[config.mk]
export PLATFORM = sky130hd
export DESIGN_NAME = pl_data_mem_resp
export DESIGN_NICKNAME = d
export VERILOG_FILES = /design/src/rtl/pl_data_mem_resp.sv
export SDC_FILE = /design/constraint.sdc
export NUM_CORES = 2
export LEC_CHECK = 0
export ABC_CLOCK_PERIOD_IN_PS = 3800
export CORE_MARGIN = 2
export CORE_UTILIZATION = 35
export DETAILED_ROUTE_END_ITERATION = 6
export DONT_BUFFER_PORTS = 1
export PLACE_DENSITY = 0.49
export REMOVE_ABC_BUFFERS = 1
export SLEW_MARGIN = 20
export SYNTH_ARGS = -nofsm -noshare
export SYNTH_HDL_FRONTEND = slang
export SYNTH_SLANG_ARGS = --single-unit
[constraint.sdc]
create_clock -name clk -period 3.8 [get_ports clk]
set_clock_uncertainty 0.15 [all_clocks]
set_input_delay 0.38 -clock clk [delete_from_list [all_inputs] [get_ports clk]]
set_output_delay 0.38 -clock clk [all_outputs]
set_load 0.01 [all_outputs]
[src/rtl/pl_data_mem_resp.sv]
// Data memory responder for a pipelined CPU MEM stage, with a configurable wait-state count.
// Latency: an aligned access completes WAIT+1 cycles after accept; a misaligned one completes on the next cycle.
// Backpressure: requests are taken only in IDLE; anything presented while busy is dropped, never queued.
module pl_data_mem_resp #(
  parameter int ADDR_W = 6,
  parameter int WAIT   = 2
) (
  input  logic        clk,
  input  logic        clrn,
  input  logic        req,
  input  logic        we,
  input  logic [31:0] addr,
  input  logic [31:0] datain,
  input  logic [3:0]  be,
  output logic        ready,
  output logic [31:0] dataout,
  output logic        busy,
  output logic        err
);

  localparam logic [3:0] WAIT_CNT = 4'(WAIT);

  typedef enum logic [1:0] {
    S_IDLE,
    S_WAIT,
    S_DONE
  } state_t;

  state_t              state;
  state_t              state_nxt;
  logic [3:0]          cnt;
  logic [ADDR_W-1:0]   idx_q;
  logic                we_q;
  logic                mis_q;
  logic [31:0]         din_q;
  logic [3:0]          be_q;
  logic                accept;
  logic                do_access;

  logic [31:0]         mem [0:(1<<ADDR_W)-1];

  // Upper address bits only alias onto the same words.
  logic                unused_addr;
  assign unused_addr = ^addr[31:ADDR_W+2];

  assign accept    = (state == S_IDLE) && req;
  assign do_access = (state == S_WAIT) && (cnt == 4'd0);

  // Next-state logic: misaligned accesses skip straight to DONE.
  always_comb begin
    state_nxt = state;
    case (state)
      S_IDLE: begin
        if (req) begin
          state_nxt = (addr[1:0] != 2'b00) ? S_DONE : S_WAIT;
        end
      end
      S_WAIT: begin
        if (cnt == 4'd0) begin
          state_nxt = S_DONE;
        end
      end
      S_DONE:  state_nxt = S_IDLE;
      default: state_nxt = S_IDLE;
    endcase
  end

  // State register, request capture on accept and wait-state countdown.
  always_ff @(posedge clk or negedge clrn) begin
    if (!clrn) begin
      state <= S_IDLE;
      cnt   <= 4'd0;
      idx_q <= '0;
      we_q  <= 1'b0;
      mis_q <= 1'b0;
      din_q <= 32'd0;
      be_q  <= 4'd0;
    end else begin
      state <= state_nxt;
      if (accept) begin
        idx_q <= addr[ADDR_W+1:2];
        we_q  <= we;
        mis_q <= (addr[1:0] != 2'b00);
        din_q <= datain;
        be_q  <= be;
        if (addr[1:0] == 2'b00) begin
          cnt <= WAIT_CNT;
        end
      end else if ((state == S_WAIT) && (cnt != 4'd0)) begin
        cnt <= cnt - 4'd1;
      end
    end
  end

  // Byte-masked write into the array; contents deliberately survive reset.
  always_ff @(posedge clk) begin
    if (do_access && we_q) begin
      for (int i = 0; i < 4; i++) begin
        if (be_q[i]) begin
          mem[idx_q][8*i +: 8] <= din_q[8*i +: 8];
        end
      end
    end
  end

  // Read data register, only updated by an aligned read.
  always_ff @(posedge clk or negedge clrn) begin
    if (!clrn) begin
      dataout <= 32'd0;
    end else if (do_access && !we_q) begin
      dataout <= mem[idx_q];
    end
  end

  assign ready = (state == S_DONE);
  assign busy  = (state != S_IDLE);
  assign err   = (state == S_DONE) && mis_q;

endmodule

==> results.md <==
* Detailed Place HPWL at 190000 um
* Pre-CTS setup slack at 0.0370 ns
* Mean Syn Cell Area at 17.8 um2
* Setup slack after layout at -0.0813 ns
* Sw Ratio at 35.5%
* Main flop type after synthesis: edfxtp_1
* XOR/XNOR share of the synthesized area at 0.0212%
* Status: finished with violations
* Global-route wire length before repair at 400000 um
* Detailed Route Iter0 Violations at 6244
* Routed vias/inst at 5.72
* Clock power share at 28.4%
* H-tree levels at 4
* Via count at 49000
* Post-synth EDFFs at 2048
* Top cell type's share of synthesized area at 74.4%
* Nets at 5306
* Antenna violations before repair at 17
* Slew @ Worst Pin at 1.04 ns
* I/O pin count at 107
* Maxcap violations at 0
* Largest family of logic cells by synthesized area: multiplexers
* Period minus WS final at 3.88 ns
* Post-CTS setup buffer count at 0
* Startpoint types: flip-flop
* Crit-path most repeated cell: buf_12
* Period Utilization, post-route at 102%
* Placer Congestion at 0.863
* CTS clk-pin slew, worst paths at 0.06 ns
* Cell Chain, Critical Path: buf_12, buf_4, or2_2, nor2_4, nand2_1, nor2_1, buf_12
* Worst path max stage delay at 0.78 ns
* Mux cell area share after synthesis at 8.99%
* Sequential element share of the synthesized area at 76.9%
* Chip height at 490 um
* 1st-pass router iterations at 6
* Critical Path AT at 4.32 ns
* Skew-Pair Late Insertion Delay at 0.90 ns
* Port bufs at 0
* FILL cells at 21100
* RSZ-0062 raised after global routing: false
* Yosys reg bits at 2130
* Vias in the first global route at 47700
* Post-DRT Antenna Nets at 0
* FP Rows at 178
* Layout area overhead at 19.0%
* Chip width at 490 um
* Largest net degree at the start of global routing at 76
* FFs w/ async S/R, synth at 3.85%
* Hold Violations, Final at 0
* Core area at 0.235 mm2
* Area leader, netlist: edfxtp_1
* CTS tree: yes
* Synthesized area at 0.0827 mm2
* Root Driver: clkbuf_16
* Pwr Total at 0.0766 W
* CP Capture Type: flip-flop
* Clk sinks at 2130
* Pwr dens at 778 mW/mm2
* GRT Total Usage at 23.9%
* Die area at 0.240 mm2
* CP max-delay cell: nand2_1
* Most common cell after layout, fill and taps aside: edfxtp_1
* Routed WL at 292000 um
* Final setup violation count at 8
* Starting Density at 35.2%
* Req. time, crit path at 4.24 ns
* Worst-path fanout max at 20
* Gr ovfl total at 0
* Drt wl/cell at 34.1 um
* Simple-gate area share of the yosys netlist at 3.75%
* Worst Hold Launch: be[0]
* Synth warn at 0
* CP startpoint: idx_q[1]
* Max Fclk at 0.258 GHz
* NetSw at 0.0271 W
* DRC at 0
* Synth unique cells at 81
* Pint at 0.0494 W
* Clock buffer depth at 3
* Failing checks: negative setup slack
* R2R Path Start: idx_q[1]
* Layout cells sized above 1 at 24.0%
* Mapped Cells at 4656
* Synth Area in Compound Gates at 8.20%
* Adder-Cell Fraction of Synth Area at 0.0303%
* Commonest non-fill, non-tap cells in the layout: edfxtp_1 (2048), buf_4 (532), nor2_1 (363), nand2_1 (268), clkbuf_16 (226)
* Final hold slack at 0.0290 ns
* Synth area leaders: edfxtp_1 (74%), mux4_2 (4.4%), mux2i_1 (2.6%)
* Critical path class: reg -> reg
* Part of the power in registers at 42.5%
* Slew Limit Fails at 0
* Power share of the combinational group at 29.2%
* Worst slew margin at 30.5%
* Leak pwr at 32.0 nW
* Worst hold path class: in -> reg
* Max IR drop VDD at 0.942 mV
* Num CTS Buffers at 226
## what timing repair did
action	CTS	global route
setup endpoints to repair	0	16
hold buffers	81	1
hold endpoints to repair	132	3
resized for setup	0	1
## power groups by stage
| stage | logic [W] | registers (W) | clock network, W |
|---|---|---|---|
| 2_1_floorplan | 0.00647 | 0.0324 | 0 |
| 3_3_place_gp | 0.0218 | 0.0330 | 0 |
| 3_5_place_dp | 0.0219 | 0.0331 | 0 |
| 4_1_cts | 0.0222 | 0.0326 | 0.0220 |
| 5_1_grt | 0.0231 | 0.0328 | 0.0230 |
| 6_report | 0.0223 | 0.0325 | 0.0217 |
## kinds of logic (layout without fill, tap and decap cells)
group           count (synthesis)  count (layout)
flops                        2130            2130
compound gates                922             922
simple gates                  748             748
mux                           522             522
buf+inv                       330            1089
fa+ha+maj                       2               2
xor+xnor                        2               2
other cells                     0              13
## worst max-delay path: cells and delay by family, from the launching register on
kind	cells	cell delay (ns)
simple gates	4	2.21
buf+inv	3	0.59
flops	1	0.59
## metal layers
layer / up-vias / GRT usage (%) / part of all wire [%]
li1: 20100 / - / -
met1: 26200 / 33.5 / 42
met2: 2377 / 36.9 / 46
met3: 400 / 5.60 / 9.0
met4: 4 / 7.24 / 2.9
met5: - / 0.218 / 0.0092
## worst paths after layout
path | end | slack [ns] | cells after the start
worst max-delay path | mem[16][11] | -0.08 | 7
worst max register to register | mem[16][11] | -0.08 | 7
worst min register to register | be_q[2] | 0.35 | 2
max in group asynchronous | din_q[30] | 1.59 | 4
min in group asynchronous | dataout[28] | 0.51 | 3
worst min-delay path | be_q[0] | 0.03 | 3
## registers in the layout, summed over array words and instances, names as in the netlist
| register | count |
|---|---|
| be_q | 4 |
| cnt | 4 |
| dataout | 32 |
| din_q | 32 |
| idx_q | 6 |
| mem | 2048 |
| mis_q | 1 |
| state | 2 |
| we_q | 1 |
## layout make-up
cell class                 count  area [um2]  area share [%]
antenna                       13        32.5          0.0331
clock buffer                 297        6140            6.24
tap                         3150        3940            4.01
timing repair buffer         671        5980            6.08
inverter                       7        36.3          0.0369
clock inverter               114        1110            1.13
sequential                  2130       63600            64.7
multi-input combinational   2196       17500            17.8
## Yosys cell counts, drive strengths merged, types with 5 or more instances
cell type,instances
o21ai,112
a211oi,13
inv,7
o2bb2ai,12
nand4,7
a22oi,187
o32a,15
clkbuf,115
buf,208
a221oi,172
nor2,373
edfxtp,2048
nand2,275
o22ai,100
a41oi,6
and3,7
a22o,48
a221o,43
dfrtp,82
nor3b,5
a21oi,102
nand3,15
nor3,13
o22a,9
nor4,7
mux2i,218
o221ai,9
mux4,162
nor2b,9
nand2b,5
a31oi,29
and3b,6
a222oi,11
a2111oi,5
and2,7
o2111ai,6
o211ai,14
mux2,142
## per-stage QoR
step | utilization (%) | std cells | setup TNS [ns] | instance area, um2
2_1_floorplan | - | 4333 | - | 80900
3_3_place_gp | 38.4 | 8071 | 0 | 90200
3_5_place_dp | 38.4 | 8072 | 0 | 90200
4_1_cts | 41.8 | 8564 | 0 | 98300
5_1_grt | 41.8 | 8568 | 0 | 98400
6_report | 41.8 | 8578 | -0.570 | 98400
No activity file was read; power rests on OpenSTA's default activity.
